==> src/rtl/posicionador_embarcacao_if.sv <==
// Ship-position bus between one placement writer and the VGA ship renderers.
//
// Signals:
//   posicoesEmbarcacao  W bits  packed cell slots (16 bits per slot)
//   readEnabled         1 bit   one-cycle strobe: vector just became valid
//
// Handshake: strobe-only, no back-pressure. readEnabled is a valid pulse that
// lasts exactly one clock; the vector is stable from that cycle until the
// next pulse, so a reader may sample it on the strobe or at any later time.
//
// Modports: master = writer (posicionador_embarcacao), slave = renderers.
interface posicionador_embarcacao_if #(
  parameter int W = 64
);
  logic [W-1:0] posicoesEmbarcacao;
  logic         readEnabled;

  modport master (output posicoesEmbarcacao, output readEnabled);
  modport slave  (input  posicoesEmbarcacao, input  readEnabled);
endinterface

==> src/rtl/posicionador_embarcacao.sv <==
// Placement cursor for one ship on the 8x8 map. Button edges move or rotate
// the anchor. On confirm, the cells of the ship are packed into a shadow vector,
// one slot per cycle. The finished vector is then published on the ship bus
// together with a one-cycle readEnabled strobe.
//
// Ports:
//   clk, rst_n           clock, asynchronous active-low reset
//   start                level; rising edge begins a placement (IDLE/DONE)
//   tamanho[2:0]         ship length; 0 is treated as 1, values above 4 as 4
//   btn_cima/btn_baixo   Y+1 / Y-1 (debounced levels, edge-acting)
//   btn_esq/btn_dir      X-1 / X+1
//   btn_girar            toggle orientation if the rotated ship fits
//   btn_confirma         commit placement
//   bus                  master side of the ship-position bus
//   cursorX, cursorY     anchor cell, 1..GRID
//   horizontal           1 = cells grow +X, 0 = cells grow +Y
//   busy, done           MOVE/WRITE/PUBLISH, DONE
//   estado[2:0]          FSM state, exported for debug
module posicionador_embarcacao #(
  parameter int GRID      = 8,
  parameter int MAX_CELLS = 4,
  parameter int CELL_W    = 16
) (
  input  logic       clk,
  input  logic       rst_n,
  input  logic       start,
  input  logic [2:0] tamanho,
  input  logic       btn_cima,
  input  logic       btn_baixo,
  input  logic       btn_esq,
  input  logic       btn_dir,
  input  logic       btn_girar,
  input  logic       btn_confirma,
  posicionador_embarcacao_if.master bus,
  output logic [3:0] cursorX,
  output logic [3:0] cursorY,
  output logic       horizontal,
  output logic       busy,
  output logic       done,
  output logic [2:0] estado
);

  localparam logic [2:0] S_IDLE    = 3'd0;
  localparam logic [2:0] S_MOVE    = 3'd1;
  localparam logic [2:0] S_WRITE   = 3'd2;
  localparam logic [2:0] S_PUBLISH = 3'd3;
  localparam logic [2:0] S_DONE    = 3'd4;

  localparam int          W      = MAX_CELLS * CELL_W;
  localparam logic [3:0]  GRID_C = 4'(GRID);

  logic [2:0]   state;
  logic [2:0]   len;
  logic [1:0]   cnt;
  logic [W-1:0] shadow;

  logic start_q, cima_q, baixo_q, esq_q, dir_q, girar_q, conf_q;
  logic e_start, e_cima, e_baixo, e_esq, e_dir, e_girar, e_conf;

  assign e_start = start        & ~start_q;
  assign e_cima  = btn_cima     & ~cima_q;
  assign e_baixo = btn_baixo    & ~baixo_q;
  assign e_esq   = btn_esq      & ~esq_q;
  assign e_dir   = btn_dir      & ~dir_q;
  assign e_girar = btn_girar    & ~girar_q;
  assign e_conf  = btn_confirma & ~conf_q;

  logic [2:0] len_in;
  always_comb begin
    len_in = tamanho;
    if (tamanho == 3'd0)      len_in = 3'd1;
    else if (tamanho > 3'd4)  len_in = 3'd4;
  end

  // Highest anchor coordinate along the growth axis that keeps the tail on-map.
  logic [3:0] lim, lim_x, lim_y;
  assign lim   = GRID_C + 4'd1 - {1'b0, len};
  assign lim_x = horizontal ? lim : GRID_C;
  assign lim_y = horizontal ? GRID_C : lim;

  // Rotation keeps the anchor, so the new growth axis must have room.
  logic rot_fits;
  assign rot_fits = horizontal ? (cursorY <= lim) : (cursorX <= lim);

  logic [3:0]        cell_x, cell_y;
  logic [CELL_W-1:0] slot;
  assign cell_x = horizontal ? cursorX + {2'b00, cnt} : cursorX;
  assign cell_y = horizontal ? cursorY : cursorY + {2'b00, cnt};

  always_comb begin
    slot       = '0;
    slot[0]    = 1'b1;
    slot[6:3]  = cell_x;
    slot[10:7] = cell_y;
  end

  always_ff @(posedge clk or negedge rst_n) begin
    if (!rst_n) begin
      state                  <= S_IDLE;
      len                    <= 3'd1;
      cnt                    <= 2'd0;
      shadow                 <= '0;
      cursorX                <= 4'd1;
      cursorY                <= 4'd1;
      horizontal             <= 1'b1;
      bus.posicoesEmbarcacao <= '0;
      bus.readEnabled        <= 1'b0;
      start_q                <= 1'b0;
      cima_q                 <= 1'b0;
      baixo_q                <= 1'b0;
      esq_q                  <= 1'b0;
      dir_q                  <= 1'b0;
      girar_q                <= 1'b0;
      conf_q                 <= 1'b0;
    end else begin
      start_q         <= start;
      cima_q          <= btn_cima;
      baixo_q         <= btn_baixo;
      esq_q           <= btn_esq;
      dir_q           <= btn_dir;
      girar_q         <= btn_girar;
      conf_q          <= btn_confirma;
      bus.readEnabled <= 1'b0;

      case (state)
        S_IDLE, S_DONE: begin
          if (e_start) begin
            state      <= S_MOVE;
            cursorX    <= 4'd1;
            cursorY    <= 4'd1;
            horizontal <= 1'b1;
            len        <= len_in;
          end
        end
        S_MOVE: begin
          if (e_conf) begin
            state  <= S_WRITE;
            cnt    <= 2'd0;
            shadow <= '0;
          end else if (e_girar) begin
            if (rot_fits) horizontal <= ~horizontal;
          end else if (e_cima) begin
            if (cursorY < lim_y) cursorY <= cursorY + 4'd1;
          end else if (e_baixo) begin
            if (cursorY > 4'd1) cursorY <= cursorY - 4'd1;
          end else if (e_esq) begin
            if (cursorX > 4'd1) cursorX <= cursorX - 4'd1;
          end else if (e_dir) begin
            if (cursorX < lim_x) cursorX <= cursorX + 4'd1;
          end
        end
        S_WRITE: begin
          shadow[int'(cnt)*CELL_W +: CELL_W] <= slot;
          cnt <= cnt + 2'd1;
          if ({1'b0, cnt} == len - 3'd1) state <= S_PUBLISH;
        end
        S_PUBLISH: begin
          bus.posicoesEmbarcacao <= shadow;
          bus.readEnabled        <= 1'b1;
          state                  <= S_DONE;
        end
        default: state <= S_IDLE;
      endcase
    end
  end

  assign busy   = (state == S_MOVE) || (state == S_WRITE) || (state == S_PUBLISH);
  assign done   = (state == S_DONE);
  assign estado = state;

endmodule

==> src/flat_wrapper.sv <==
// flat-port wrapper written by rule: the top's interface ports become plain ports
module posicionador_embarcacao_flat 
#(
  parameter int GRID      = 8,
  parameter int MAX_CELLS = 4,
  parameter int CELL_W    = 16
)
  (clk, rst_n, start, tamanho, btn_cima, btn_baixo, btn_esq, btn_dir, btn_girar, btn_confirma, cursorX, cursorY, horizontal, busy, done, estado, bus_posicoesEmbarcacao, bus_readEnabled);
  posicionador_embarcacao_if #(.W(64)) bus_i ();
  input  logic clk;
  input  logic rst_n;
  input  logic start;
  input  logic [2:0] tamanho;
  input  logic btn_cima;
  input  logic btn_baixo;
  input  logic btn_esq;
  input  logic btn_dir;
  input  logic btn_girar;
  input  logic btn_confirma;
  output logic [3:0] cursorX;
  output logic [3:0] cursorY;
  output logic horizontal;
  output logic busy;
  output logic done;
  output logic [2:0] estado;
  output wire logic [$bits(bus_i.posicoesEmbarcacao)-1:0] bus_posicoesEmbarcacao;
  output wire logic [$bits(bus_i.readEnabled)-1:0] bus_readEnabled;
  assign bus_posicoesEmbarcacao = bus_i.posicoesEmbarcacao;
  assign bus_readEnabled = bus_i.readEnabled;
  posicionador_embarcacao #(.GRID(GRID), .MAX_CELLS(MAX_CELLS), .CELL_W(CELL_W)) u_core (.clk(clk), .rst_n(rst_n), .start(start), .tamanho(tamanho), .btn_cima(btn_cima), .btn_baixo(btn_baixo), .btn_esq(btn_esq), .btn_dir(btn_dir), .btn_girar(btn_girar), .btn_confirma(btn_confirma), .bus(bus_i), .cursorX(cursorX), .cursorY(cursorY), .horizontal(horizontal), .busy(busy), .done(done), .estado(estado));
endmodule
==> config.mk <==
export PLATFORM = sky130hd
export DESIGN_NAME = posicionador_embarcacao_flat
export DESIGN_NICKNAME = d
export VERILOG_FILES = /design/src/rtl/posicionador_embarcacao_if.sv /design/src/rtl/posicionador_embarcacao.sv /design/src/flat_wrapper.sv
export SDC_FILE = /design/constraint.sdc
export NUM_CORES = 1
export LEC_CHECK = 0
export CAP_MARGIN = 0
export CORE_MARGIN = 4
export CORE_UTILIZATION = 56
export CTS_CLUSTER_SIZE = 30
export DETAILED_ROUTE_END_ITERATION = 8
export GPL_ROUTABILITY_DRIVEN = 0
export HOLD_SLACK_MARGIN = 0.15
export PLACE_DENSITY = 0.85
export SYNTH_ARGS = -nofsm -noshare
export SYNTH_HDL_FRONTEND = slang
export SYNTH_SLANG_ARGS = --single-unit
==> constraint.sdc <==
create_clock -name clk -period 4.5 [get_ports clk]
set_clock_uncertainty 0.1 [all_clocks]
set_input_delay 0.675 -clock clk [delete_from_list [all_inputs] [get_ports clk]]
set_output_delay 0.675 -clock clk [all_outputs]
set_load 0.02 [all_outputs]
Yosys cells after proc, flatten, opt, wreduce, memory -nomap -nowiden
Index checks and enable logic that the tools add are counted.

Add/sub/neg operators: 10. $lt $le $gt $ge: 7. Eq/ne operators: 20. Shift-type cells: 2. Mux-type cells: 39. Bitwise gates (word level): 15. Reduce and logical (&&, ||, !) cells: 13.

Operators with widths (count): $pmux 64 s2 (1); $mux 4 (19); $bwmux 64 (1); $mux 64 (1); $shift 16x33->64 const A (1); $shiftx 16x33->64 (1); $neg 6->33 (1); $pmux 4 s2 (2); $mux 3 (5); $ne 3x1->1 const B (4); $pmux 3 s4 (1); $ne 2x1->1 const B (5); $reduce_and 9->1 (1); $add 4x1->4 const B (2); $add 4x2->4 (2); $gt 4x1->1 const B (2); $le 4x4->1 (2); $lt 4x4->1 (2); $ne 2x2->1 const B (4); $not 1->1 (8); $sub 4x1->4 const B (2); $and 1x1->1 (7); $reduce_and 7->1 (1); $eq 3x2->1 const B (2); other kinds (19) (29).

Register bits: 153. Input bits: 12. Output and inout bits: 79. Logic and storage cells: 122.

Depth between registers and ports, before layout
Gate-level depths: netlist of the first run.

Depth after elaboration: 11. Gate-level depth with buffers: 9. Mapped depth without buffers: 9.

Worst setup path after synthesis of the first run
Ideal clock, no wire load.

Path type: flip-flop to flip-flop. Start: reg u_core.horizontal. End: reg u_core.cursorY[2]. Setup time: 0.120 ns. Data arrival time: 2.533 ns. Required time: 4.280 ns. Setup slack: 1.746 ns. Stages on the path, launching flop included: 10. Path buffers: 2. Period minus slack after synthesis: 2.754 ns. Cells stage by stage: dfstp_2 -> clkbuf_1 -> buf_1 -> nand2b_1 -> ha_1 -> o211ai_1 -> o21ai_0 -> a221oi_4 -> a21oi_1 -> a31o_2.

Longest elaborated chain between the ends: 4.

RTL lines: start: declaration (line posicionador_embarcacao.sv:37) `output logic horizontal,`; start signal: assignment (line posicionador_embarcacao.sv:141) `if (rot_fits) horizontal <= ~horizontal;`; $mux 4 (line posicionador_embarcacao.sv:79) `assign lim_y = horizontal ? GRID_C : lim;`; $lt 4x4->1 (line posicionador_embarcacao.sv:143) `if (cursorY < lim_y) cursorY <= cursorY + 4'd1;`; $ne 3x3->1 (no source line); $reduce_and 7->1 (no source line); end signal: assignment (line posicionador_embarcacao.sv:143); end signal: assignment (line posicionador_embarcacao.sv:145) `if (cursorY > 4'd1) cursorY <= cursorY - 4'd1;`; end: declaration (line posicionador_embarcacao.sv:36) `output logic [3:0] cursorY,`.

No other way between the ends. A chain may end at the register's enable or synchronous reset.

Worst setup path after layout of the first run
Start: reg u_core.state[1], in the netlist u_core.estado[1]. End: reg u_core.shadow[26].

Longest elaborated chain between the ends: 3. Elaborated cells between the ends (all ways): 6. Those cells by class: eq/ne (3); mux (1); reduce/logical (2).

RTL lines: start: declaration (line posicionador_embarcacao.sv:52) `logic [2:0] state;`; start signal: assignment (line posicionador_embarcacao.sv:99) `state <= S_IDLE;`; start signal: assignment (line posicionador_embarcacao.sv:128) `state <= S_MOVE;`; start signal: assignment (line posicionador_embarcacao.sv:137) `state <= S_WRITE;`; $eq 3x1->1 or $eq 3x2->1 (tied branches) (line posicionador_embarcacao.sv:125) `case (state)`; $ne 2x1->1 (no source line) or $reduce_bool 2->1 (tied branches); $reduce_and 2->1 (no source line); end signal: indexed assignment (line posicionador_embarcacao.sv:153) `shadow[int'(cnt)*CELL_W +: CELL_W] <= slot;`; end: declaration (line posicionador_embarcacao.sv:55) `logic [W-1:0] shadow;`.

Several ways; a longest one is shown, not always the timed one.

==> out/qor.json, run 1 <==
{
  "grt_max_degree": 62,
  "final_cell_mix": "93 x dfrtp_1, 61 x clkdlybuf4s50_1, 51 x nand2_1, 42 x o21ai_0, 37 x mux2_2",
  "core.rowCount": 33,
  "area.growth.synth_to_final_pct": 16.7,
  "rr_startpoint": "u_core.estado[1]$_DFFE_PN0P_",
  "firstDrtPassIters": 4,
  "post-dp-hpwl_mm": 7.48,
  "drcViolationCount": 0,
  "numClockSinks": 97,
  "worst_setup_path_end_kind": "register",
  "clk_transition_reported_paths_ps": 100,
  "buffer_ports.inserted": 62,
  "cts_repair_resize_count": 0,
  "power_frac_comb": 0.462,
  "crit_path_start": "u_core.estado[1]$_DFFE_PN0P_",
  "power.net_switching_mw": 1.55,
  "switching_share": 0.417,
  "cts_hold_buffers_added": 0,
  "postLayoutCellArea_sq_um": 5570,
  "drt.antenna.violating_nets": 0,
  "min-delay-path-class": "in -> async",
  "unrepaired_setup_endpoints_after_global_routing": "no",
  "dieHeight_microns": 100,
  "drt-vias-per-instance": 5.62,
  "yosys_warnings": 0,
  "total_routed_wirelength_mm": 10.2,
  "timing.critical_path.fanout_max": 13,
  "power_report.internal_total_mw": 2.17,
  "max-clock-path-buffers": 2,
  "max_freq_ghz": 0.376,
  "final_critical_path_share_of_the_clock_period": 0.591,
  "dr_total_vias": 3423,
  "postPlaceCellArea_sq_um": 5390,
  "most_frequent_standard_cell_in_the_layout_excluding_fill_and_tap_cells": "dfrtp_1",
  "p_clk_frac": 0.143,
  "slew_violations": 0,
  "n_antenna_cell": 0,
  "synth_seq_area_share": 0.510,
  "share_of_async_settable_or_async_resettable_flops_after_synthesis": 1.00,
  "tritoncts": "built",
  "synth_edf_count": 0,
  "r2r-end": "u_core.shadow[26]$_DFFE_PN0P_",
  "drive_gt1_frac": 0.133,
  "hold_viol": 0,
  "sequentialPowerShare": 0.395,
  "routedWlPerCell_microns": 16.7,
  "worstMarginPinSlew_ps": 1270,
  "crit_path_capture": "u_core.shadow[26]$_DFFE_PN0P_",
  "maxSlewHeadroom": 0.148,
  "max-vdd-ir-drop_uv": 333,
  "cts.htree.levels": 3,
  "fp.coreArea_sq_um": 8260,
  "leakage_nw": 2.60,
  "fin_nets": 544,
  "cap_violations": 0,
  "critical_path_arrival_ps": 2780,
  "netlist_instances": 434,
  "ios": 91,
  "cp_data_required_time_ps": 4620,
  "avg_synthesized_cell_area_sq_um": 11.0,
  "critPathLaunchType": "register",
  "netlist_area_sq_um": 4770,
  "outcome": "finished, final reports clean",
  "grt_use_total": 0.211,
  "antenna_found_initial": 0,
  "layout_min_cycle_time_ps": 2660,
  "post_cts.repair.setup_buffers": 0,
  "grt_pass1_vias": 3456,
  "global_route_wire_length_before_repair_mm": 16.8,
  "report.final.setup_viol": 0,
  "root_buffer": "clkbuf_8",
  "pwr_density_cell_nw_per_um2": 668,
  "initial_core_utilization": 0.578,
  "netlist-cell-type-count": 45,
  "grt_overflow": 0,
  "yosys_register_bits": 97,
  "worst_skew_pair.late_latency_ps": 370,
  "reg2reg_slack_ps": 1840,
  "design.die.area_sq_um": 10100,
  "die_w_microns": 100,
  "final.setup.tns_ps": 0,
  "cts_buffers": 9,
  "ys.flop_type": "dfrtp_1",
  "1st_iter_drt_viols": 142,
  "worst-r2r-cell-count": 5,
  "timing.setup.critical_path_class": "reg -> reg"
}
## critical path: stages, from the launching register on
cell and delay [ps]:
dfrtp_1 460, inv_1 120, nor3_1 1010, a21oi_1 490, nand2_1 210, o21ai_0 120
## through the flow
| step | instances | utilization | hold WS [ps] | setup slack (ps) | power [mW] |
|---|---|---|---|---|---|
| 4_1_cts | 609 | 0.675 | 283 | 1870 | 3.74 |
| 3_5_place_dp | 593 | 0.653 | 371 | 1810 | 3.20 |
| 2_1_floorplan | 461 | - | 279 | 1750 | 2.54 |
| 5_1_grt | 609 | 0.675 | 311 | 1580 | 4.00 |
| 3_3_place_gp | 593 | 0.653 | 359 | 1870 | 3.10 |
| 6_report | 609 | 0.675 | 262 | 1840 | 3.72 |
## cell families after synthesis
| family | count (synthesis) | share of synthesized area |
|---|---|---|
| AND/OR/NAND/NOR | 113 | 0.114 |
| AO/OA/AOI/OAI | 83 | 0.103 |
| flip-flops | 97 | 0.510 |
| multiplexers | 43 | 0.0999 |
| buffers and inverters | 55 | 0.0666 |
| other | 1 | 0.000786 |
| XOR/XNOR | 9 | 0.0165 |
| adder cells (fa/ha/maj) | 33 | 0.0896 |
## per-layer routing
layer,track usage,wire [microns],vias up
met5,0,0,-
met3,0.0486,572,24
li1,-,-,1581
met4,0.0694,209,0
met1,0.272,4280,1693
met2,0.353,5120,125
## area by class of cell
type                       instances  area, sq um
multi-input combinational        309         2120
clock buffer                      10          128
timing repair buffer              65          641
sequential                        97         2430
fill                             632         2690
tap                              105          131
clock inverter                     6         51.3
inverter                          17         63.8
## registers in the layout, summed over array words and instances, names as in the netlist
name / count
u_core.bus.posicoesEmbarcacao: 36
u_core.shadow: 36
u_core.cursorX: 4
u_core.cursorY: 4
u_core.estado: 3
u_core.len: 3
u_core.cnt: 2
u_core.baixo_q: 1
u_core.bus.readEnabled: 1
u_core.cima_q: 1
u_core.conf_q: 1
u_core.dir_q: 1
u_core.esq_q: 1
u_core.girar_q: 1
u_core.horizontal: 1
u_core.start_q: 1
## worst min path at each step
| stage | start | endpoint | slack, ps | depth (start not counted) |
|---|---|---|---|---|
| after global routing | rst_n | u_core.bus.posicoesEmbarcacao[19]$_DFFE_PN0P_ | 310 | 1 |
| after CTS | rst_n | u_core.bus.posicoesEmbarcacao[32]$_DFFE_PN0P_ | 280 | 1 |
| after detailed placement | u_core.shadow[25]$_DFFE_PN0P_ | u_core.shadow[25]$_DFFE_PN0P_ | 370 | 2 |
| after global placement | u_core.shadow[10]$_DFFE_PN0P_ | u_core.shadow[10]$_DFFE_PN0P_ | 360 | 2 |
| final | rst_n | u_core.bus.posicoesEmbarcacao[56]$_DFFE_PN0P_ | 260 | 1 |
| after floorplan | rst_n | u_core.baixo_q$_DFF_PN0_ | 280 | 0 |
## cells in the mapped netlist (2+ instances only)
master / number / area share
xor2_1: 2 / 0.0037
fa_1: 2 / 0.0084
buf_1: 2 / 0.0016
dfstp_2: 4 / 0.022
o211ai_1: 3 / 0.0047
or4_1: 2 / 0.0031
mux2_2: 37 / 0.087
clkbuf_1: 3 / 0.0024
nand3_1: 3 / 0.0031
or3_1: 2 / 0.0026
a31o_2: 5 / 0.0092
buf_2: 4 / 0.0042
mux2i_1: 6 / 0.013
nor2b_1: 8 / 0.010
inv_1: 17 / 0.013
nor4b_1: 2 / 0.0037
a21oi_1: 22 / 0.023
nand4_1: 9 / 0.012
nand2b_1: 8 / 0.010
o21ai_0: 42 / 0.044
nor4_1: 2 / 0.0026
ha_1: 31 / 0.081
xnor2_1: 7 / 0.013
o21a_1: 2 / 0.0031
buf_4: 28 / 0.044
dfrtp_1: 93 / 0.49
nor2_1: 20 / 0.016
nand2_1: 51 / 0.040
## power by group through the flow
stage | Combinational [mW] | Sequential (mW) | Clock [mW]
3_3_place_gp | 1.64 | 1.46 | 0
4_1_cts | 1.73 | 1.47 | 0.540
2_1_floorplan | 0.962 | 1.58 | 0
3_5_place_dp | 1.72 | 1.49 | 0
6_report | 1.72 | 1.47 | 0.532
5_1_grt | 1.90 | 1.52 | 0.581
Power figures use the tool's default switching activity.
==> inputs of run 2 (changes only) <==
Settings changed: CORE_UTILIZATION 56 to 47, PLACE_DENSITY 0.85 to 0.76.
Clock period 4.5 ns to 2.2 ns, I/O delays scaled along.
==> run 2 against run 1 <==
  * The flow now finishes with violations (setup timing)
  * Maximum frequency is 17% higher
  * Die area is 18% higher
  * Non-clock buffer count is 35 higher
  * Combinational power is 150% higher
  * Setup slack worse by 1900 ps
  * Hold slack better by 64 ps
  * Largest power group unchanged
==> out/qor.json, run 2 (same netlist as run 1, synthesis figures left out) <==
{
  "ios": {"value": 91, "change": "unchanged"},
  "timing.setup.critical_path_class": "reg -> reg",
  "critical_path_arrival": {"value": 2440, "unit": "ps", "change": "-340 ps"},
  "finish.cell_count_without_fillers": {"value": 672, "change": "+10%"},
  "crit_path_capture": "u_core.cursorY[3]$_DFFE_PN0P_",
  "switching_share": {"value": 0.415, "change": "-0.00252"},
  "failed_checks": "setup timing",
  "r2r-end": "u_core.cursorY[3]$_DFFE_PN0P_",
  "1st_iter_drt_viols": {"value": 191, "change": "+35%"},
  "cp_data_required_time": {"value": 2370, "unit": "ps", "change": "-2250 ps"},
  "numClockSinks": {"value": 97, "change": "unchanged"},
  "hold_viol": {"value": 0, "change": "unchanged"},
  "power.net_switching": {"value": 3.45, "unit": "mW", "change": "+120%"},
  "die_w": {"value": 109, "unit": "microns", "change": "+8.4%"},
  "report.final.setup_viol": {"value": 4, "change": "+4"},
  "initial_core_utilization": {"value": 0.486, "change": "-0.0919"},
  "worst_skew_pair.late_latency": {"value": 360, "unit": "ps", "change": "about the same"},
  "firstDrtPassIters": {"value": 5, "change": "+1"},
  "min-delay-path-class": "in -> reg",
  "final_cell_mix": "90 x dfrtp_1, 59 x clkdlybuf4s50_1, 51 x nand2_1, 39 x o21ai_0, 37 x mux2_2",
  "worstMarginPinSlew": {"value": 723, "unit": "ps", "change": "-546 ps"},
  "drive_gt1_frac": {"value": 0.230, "change": "+0.0971"},
  "routedWlPerCell": {"value": 16.0, "unit": "microns", "change": "-4.1%"},
  "power_report.internal_total": {"value": 4.87, "unit": "mW", "change": "+120%"},
  "timing.critical_path.fanout_max": {"value": 5, "change": "-8"},
  "worst-r2r-cell-count": {"value": 9, "change": "+4"},
  "setup_slack": {"value": -77.2, "unit": "ps", "change": "-1920 ps"},
  "cts_buffers": {"value": 9, "change": "unchanged"},
  "final_total_pwr": {"value": 8.33, "unit": "mW", "change": "+120%"},
  "place_ws": {"value": -43.6, "unit": "ps", "change": "-1850 ps"},
  "final_critical_path_share_of_the_clock_period": {"value": 1.04, "change": "+0.444"},
  "drt-vias-per-instance": {"value": 5.31, "change": "-5.5%"},
  "total_routed_wirelength": {"value": 10.8, "unit": "mm", "change": "+5.8%"},
  "layout_top_registers": "u_core.bus.posicoesEmbarcacao (36), u_core.shadow (36)",
  "grt_max_degree": {"value": 39, "change": "-37%"},
  "grt_pass1_vias": {"value": 3522, "change": "+1.9%"},
  "reg2reg_slack": {"value": -80, "unit": "ps", "change": "-1920 ps"},
  "drt.antenna.violating_nets": {"value": 0, "change": "unchanged"},
  "power_frac_comb": {"value": 0.514, "change": "+0.052"},
  "slew_violations": {"value": 0, "change": "unchanged"},
  "pwr_density_cell": {"value": 1380, "unit": "nW/um^2", "change": "+110%"},
  "root_buffer": "clkbuf_8",
  "multi_input_area": {"value": 2230, "unit": "sq um", "change": "+5.1%"},
  "sequentialPowerShare": {"value": 0.348, "change": "-0.047"},
  "dr_total_vias": {"value": 3568, "change": "+4.2%"},
  "num-fill-cells": {"value": 816, "change": "+29%"},
  "holdWs": {"value": 325, "unit": "ps", "change": "+63.7 ps"},
  "global_route_wire_length_before_repair": {"value": 17.1, "unit": "mm", "change": "+1.9%"},
  "core.rowCount": {"value": 36, "change": "+9.1%"},
  "antenna_found_initial": {"value": 0, "change": "unchanged"},
  "ff_latch_area": {"value": 2440, "unit": "sq um", "change": "+0.15%"},
  "drcViolationCount": {"value": 0, "change": "unchanged"},
  "max-vdd-ir-drop": {"value": 782, "unit": "uV", "change": "+140%"},
  "dieHeight": {"value": 109, "unit": "microns", "change": "+8.4%"},
  "postPlaceCellArea": {"value": 5650, "unit": "sq um", "change": "+4.7%"},
  "area.growth.synth_to_final_pct": 26.6,
  "clk_transition_reported_paths": {"value": 100, "unit": "ps", "change": "about the same"},
  "outcome": "finished with violations",
  "grt_overflow": {"value": 0, "change": "unchanged"},
  "n_antenna_cell": {"value": 0, "change": "unchanged"},
  "worst_setup_path_end_kind": "register",
  "postLayoutCellArea": {"value": 6040, "unit": "sq um", "change": "+8.4%"},
  "grt_use_total": {"value": 0.185, "change": "-0.0262"},
  "layout_min_cycle_time": {"value": 2280, "unit": "ps", "change": "-382 ps"},
  "fin_nets": {"value": 579, "change": "+6.4%"},
  "max-clock-path-buffers": {"value": 2, "change": "unchanged"},
  "crit_slowest_cell": "a221oi_4",
  "cts.htree.levels": {"value": 3, "change": "unchanged"},
  "rr_startpoint": "u_core.len[2]$_DFFE_PN0P_",
  "buffer_ports.inserted": {"value": 62, "change": "unchanged"},
  "fp.coreArea": {"value": 9820, "unit": "sq um", "change": "+19%"},
  "cap_violations": {"value": 0, "change": "unchanged"},
  "largest_stage_delay_on_the_critical_path": {"value": 420, "unit": "ps", "change": "-590 ps"},
  "leakage": {"value": 2.83, "unit": "nW", "change": "+8.6%"},
  "most_frequent_standard_cell_in_the_layout_excluding_fill_and_tap_cells": "dfrtp_1",
  "design.die.area": {"value": 11800, "unit": "sq um", "change": "+18%"},
  "max_freq": {"value": 0.439, "unit": "GHz", "change": "+17%"},
  "final_core_util": {"value": 0.615, "change": "-0.0595"},
  "critical_path_cell_list": "inv_2, ha_4, nand2b_1, ha_1, o211ai_1, o21ai_2, a221oi_4, a21oi_2, a31o_4",
  "p_clk_frac": {"value": 0.138, "change": "-0.005"},
  "final.setup.tns": {"value": -153, "unit": "ps", "change": "-153 ps"},
  "tritoncts": "built",
  "maxSlewHeadroom": {"value": 0.512, "change": "+0.364"},
  "unrepaired_setup_endpoints_after_global_routing": "yes",
  "placed_cells": {"value": 647, "change": "+9.1%"},
  "post-dp-hpwl": {"value": 7.73, "unit": "mm", "change": "+3.3%"},
  "critPathLaunchType": "register",
  "crit_path_start": "u_core.len[2]$_DFFE_PN0P_"
}
run 2: changes by cell type in the layout (fill, tap and decap cells not counted), moves of 3 or more:
cell / delta
dfrtp_1: -3
a21oi_1: -5
a21oi_2: +5
buf_4: +28
dfrtp_2: +3
o21ai_2: +3
clkinvlp_4: -3
buf_6: +3
o21ai_0: -3
run 2: power groups by stage:
stage	Clock, mW	Sequential (mW)	Combinational, mW
after floorplan	0	3.23	1.99
after global placement	0	2.90	3.73
after detailed placement	0	2.93	3.88
after CTS	1.18	2.90	3.93
after global routing	1.26	2.99	4.70
final	1.15	2.90	4.28
run 2: repair_timing:
item                       CTS  global route
resized for setup            2            30
hold endpoints to repair    37             0
setup endpoints to repair    4            17
hold buffers                 1             0
pin swaps                    1             5
buffers inserted             2             6
run 2: how the worst min path moves through the flow:
stage               startpoint                                            end  cells past startpoint
global placement         rst_n  u_core.bus.posicoesEmbarcacao[56]$_DFFE_PN0P_                      1
finish               btn_baixo                       u_core.baixo_q$_DFF_PN0_                      1
floorplan                rst_n                       u_core.baixo_q$_DFF_PN0_                      0
detailed placement       rst_n  u_core.bus.posicoesEmbarcacao[56]$_DFFE_PN0P_                      1
CTS                  btn_baixo                       u_core.baixo_q$_DFF_PN0_                      1
global route           btn_esq                         u_core.esq_q$_DFF_PN0_                      1
run 2: metal layers:
| metal | up-vias | track usage | share of wire |
|---|---|---|---|
| met5 | - | 0 | 0 |
| met4 | 0 | 0.0730 | 0.026 |
| met3 | 29 | 0.0332 | 0.051 |
| met2 | 124 | 0.303 | 0.50 |
| met1 | 1756 | 0.243 | 0.42 |
| li1 | 1659 | - | - |
run 2: area by class of cell:
cell class	count	area share
timing repair buffer	100	0.156
clock buffer	9	0.0205
tap	133	0.0275
inverter	17	0.0106
sequential	97	0.403
multi-input combinational	309	0.370
clock inverter	7	0.0126
run 2: worst max-delay path, delay by kind of cell (launching register included):
kind,cells,cell delay [ps]
AO/OA/AOI/OAI,5,1020
adder cells (fa/ha/maj),2,550
buffers and inverters,1,60
flip-flops,1,390
AND/OR/NAND/NOR,1,60
==> inputs of run 3 (changes only) <==
Settings changed: SKIP_LAST_GASP set to 1.
==> run 3 against run 2 <==
  * The flow still finishes with violations (setup timing)
  * Sequential power about the same
  * Cell count is the same
  * Combinational power hardly changed
  * Setup slack improved by 22 ps
  * Routed wire length decreased by 0.80%
  * Non-clock buffer count unchanged
  * Critical path depth increased by 1
  * First-iteration DRC count up 18%
  * Maximum frequency rose by 0.97%
  * Cell area shrank 0.21%
  * Sequential cell count unchanged
  * Utilization shrank 0.13 points
  * Critical path type unchanged
==> out/qor.json, run 3 (same netlist as run 1, synthesis figures left out) <==
{
  "grt_pass1_vias": {"value": 3522, "change": "unchanged"},
  "critical_path_arrival": {"value": 2470, "unit": "ps", "change": "+30 ps"},
  "r2r-end": "u_core.cursorY[3]$_DFFE_PN0P_",
  "clk_transition_reported_paths": {"value": 100, "unit": "ps", "change": "about the same"},
  "max-vdd-ir-drop": {"value": 778, "unit": "uV", "change": "-0.58%"},
  "antenna_found_initial": {"value": 0, "change": "unchanged"},
  "cts.htree.levels": {"value": 3, "change": "unchanged"},
  "fin_nets": {"value": 579, "change": "unchanged"},
  "cap_violations": {"value": 0, "change": "unchanged"},
  "drcViolationCount": {"value": 0, "change": "unchanged"},
  "most_frequent_standard_cell_in_the_layout_excluding_fill_and_tap_cells": "dfrtp_1",
  "holdWs": {"value": 325, "unit": "ps", "change": "-0.580 ps"},
  "cts_buffers": {"value": 9, "change": "unchanged"},
  "layout_min_cycle_time": {"value": 2260, "unit": "ps", "change": "-21.8 ps"},
  "die_w": {"value": 109, "unit": "microns", "change": "unchanged"},
  "timing.critical_path.fanout_max": {"value": 5, "change": "unchanged"},
  "cp_data_required_time": {"value": 2410, "unit": "ps", "change": "+40 ps"},
  "timing.setup.critical_path_class": "reg -> reg",
  "grt_use_total": {"value": 0.185, "change": "unchanged"},
  "1st_iter_drt_viols": {"value": 226, "change": "+18%"},
  "global_route_wire_length_before_repair": {"value": 17.1, "unit": "mm", "change": "unchanged"},
  "numClockSinks": {"value": 97, "change": "unchanged"},
  "buffer_ports.inserted": {"value": 62, "change": "unchanged"},
  "postPlaceCellArea": {"value": 5650, "unit": "sq um", "change": "unchanged"},
  "initial_core_utilization": {"value": 0.486, "change": "unchanged"},
  "final_total_pwr": {"value": 8.29, "unit": "mW", "change": "-0.43%"},
  "finish.cell_count_without_fillers": {"value": 672, "change": "unchanged"},
  "n_antenna_cell": {"value": 0, "change": "unchanged"},
  "max_freq": {"value": 0.443, "unit": "GHz", "change": "+0.97%"},
  "worst-r2r-cell-count": {"value": 10, "change": "+1"},
  "whs_path_depth": {"value": 1, "change": "unchanged"},
  "worst_setup_path_end_kind": "register",
  "reg2reg_slack": {"value": -60, "unit": "ps", "change": "+20 ps"},
  "area.growth.synth_to_final_pct": 26.3,
  "leakage": {"value": 2.82, "unit": "nW", "change": "-0.15%"},
  "worst_hold_path.endpoint": "u_core.baixo_q$_DFF_PN0_",
  "place_ws": {"value": -43.6, "unit": "ps", "change": "unchanged"},
  "fp.coreArea": {"value": 9820, "unit": "sq um", "change": "unchanged"},
  "worst_skew_pair.late_latency": {"value": 360, "unit": "ps", "change": "about the same"},
  "final_cell_mix": "90 x dfrtp_1, 59 x clkdlybuf4s50_1, 51 x nand2_1, 39 x o21ai_0, 37 x mux2_2",
  "setup_slack": {"value": -55.4, "unit": "ps", "change": "+21.8 ps"},
  "ios": {"value": 91, "change": "unchanged"},
  "final_core_util": {"value": 0.614, "change": "-0.00128"},
  "core.rowCount": {"value": 36, "change": "unchanged"},
  "grt_overflow": {"value": 0, "change": "unchanged"},
  "hold_viol": {"value": 0, "change": "unchanged"},
  "root_buffer": "clkbuf_8",
  "slew_violations": {"value": 0, "change": "unchanged"},
  "design.die.area": {"value": 11800, "unit": "sq um", "change": "unchanged"},
  "drive_gt1_frac": {"value": 0.230, "change": "unchanged"},
  "layout_top_registers": "u_core.bus.posicoesEmbarcacao (36), u_core.shadow (36)",
  "post-dp-hpwl": {"value": 7.73, "unit": "mm", "change": "unchanged"},
  "tritoncts": "built",
  "report.final.setup_viol": {"value": 3, "change": "-1"},
  "rr_startpoint": "u_core.len[2]$_DFFE_PN0P_",
  "placed_cells": {"value": 647, "change": "unchanged"},
  "critPathLaunchType": "register",
  "drt-vias-per-instance": {"value": 5.31, "change": "about the same"},
  "grt_max_degree": {"value": 39, "change": "unchanged"},
  "failed_checks": "setup timing",
  "final_critical_path_share_of_the_clock_period": {"value": 1.03, "change": "-0.00992"},
  "dieHeight": {"value": 109, "unit": "microns", "change": "unchanged"},
  "firstDrtPassIters": {"value": 5, "change": "unchanged"},
  "final.setup.tns": {"value": -99.9, "unit": "ps", "change": "+53.2 ps"},
  "drt.antenna.violating_nets": {"value": 0, "change": "unchanged"},
  "routedWlPerCell": {"value": 15.9, "unit": "microns", "change": "-0.80%"},
  "min-delay-path-class": "in -> reg",
  "postLayoutCellArea": {"value": 6030, "unit": "sq um", "change": "-0.21%"},
  "total_routed_wirelength": {"value": 10.7, "unit": "mm", "change": "-0.80%"},
  "max-clock-path-buffers": {"value": 2, "change": "unchanged"},
  "worstMarginPinSlew": {"value": 665, "unit": "ps", "change": "-57.6 ps"},
  "dr_total_vias": {"value": 3570, "change": "+0.056%"},
  "outcome": "finished with violations",
  "hp-start": "btn_baixo",
  "unrepaired_setup_endpoints_after_global_routing": "yes",
  "maxSlewHeadroom": {"value": 0.551, "change": "+0.0389"},
  "pwr_density_cell": {"value": 1380, "unit": "nW/um^2", "change": "-0.22%"}
}
## run 3: cell counts in the layout (fill, tap and decap cells not counted)
No cell type changed its count.
## run 3: layer usage
metal / share of wire / up-vias / track usage
li1: - / 1656 / -
met1: 0.41 / 1746 / 0.243
met2: 0.50 / 137 / 0.303
met3: 0.056 / 31 / 0.0332
met4: 0.027 / 0 / 0.0730
met5: 0 / - / 0
## run 3: power breakdown
group	total, mW	switching [mW]	internal (mW)	leakage, nW
combinational	4.25	2.27	1.98	1.45
clock	1.14	0.689	0.454	0.103
sequential	2.90	0.474	2.42	1.27
## run 3: worst max-delay path by stage
stage / from / end / slack, ps / cells past startpoint
global placement: btn_baixo / u_core.cursorY[3]$_DFFE_PN0P_ / 40 / 7
global route: u_core.len[1]$_DFFE_PN0P_ / u_core.cursorY[3]$_DFFE_PN0P_ / -120 / 10
floorplan: u_core.horizontal$_DFFE_PN1P_ / u_core.cursorY[2]$_DFFE_PN0P_ / -170 / 9
finish: u_core.len[2]$_DFFE_PN0P_ / u_core.cursorY[3]$_DFFE_PN0P_ / -60 / 10
CTS: u_core.len[2]$_DFFE_PN0P_ / u_core.cursorY[2]$_DFFE_PN0P_ / 10 / 9
detailed placement: btn_baixo / u_core.cursorY[2]$_DFFE_PN0P_ / -40 / 7
## run 3: area by class of cell
class | instances | area, sq um
clock inverters | 7 | 76.3
repair buffers | 100 | 937
fillers | 820 | 3790
flip-flops and latches | 97 | 2440
well taps | 133 | 166
multi-input cells | 309 | 2220
inverters | 17 | 63.8
clock buffers | 9 | 124
## run 3: worst max-delay path, cell delays in order, from the launching register on
cell	delay, ps
dfrtp_1	390
inv_2	60
ha_4	270
nand2b_1	60
ha_1	280
o211ai_1	110
o21ai_2	120
a221oi_4	420
buf_4	180
buf_4	90
a31o_2	120
## run 3: what timing repair did
action,CTS,global route
pin swaps,1,5
endpoints found under the hold margin,37,0
resized for setup,2,28
buffers inserted,2,6
setup endpoints to repair,4,17
hold buffers,1,0
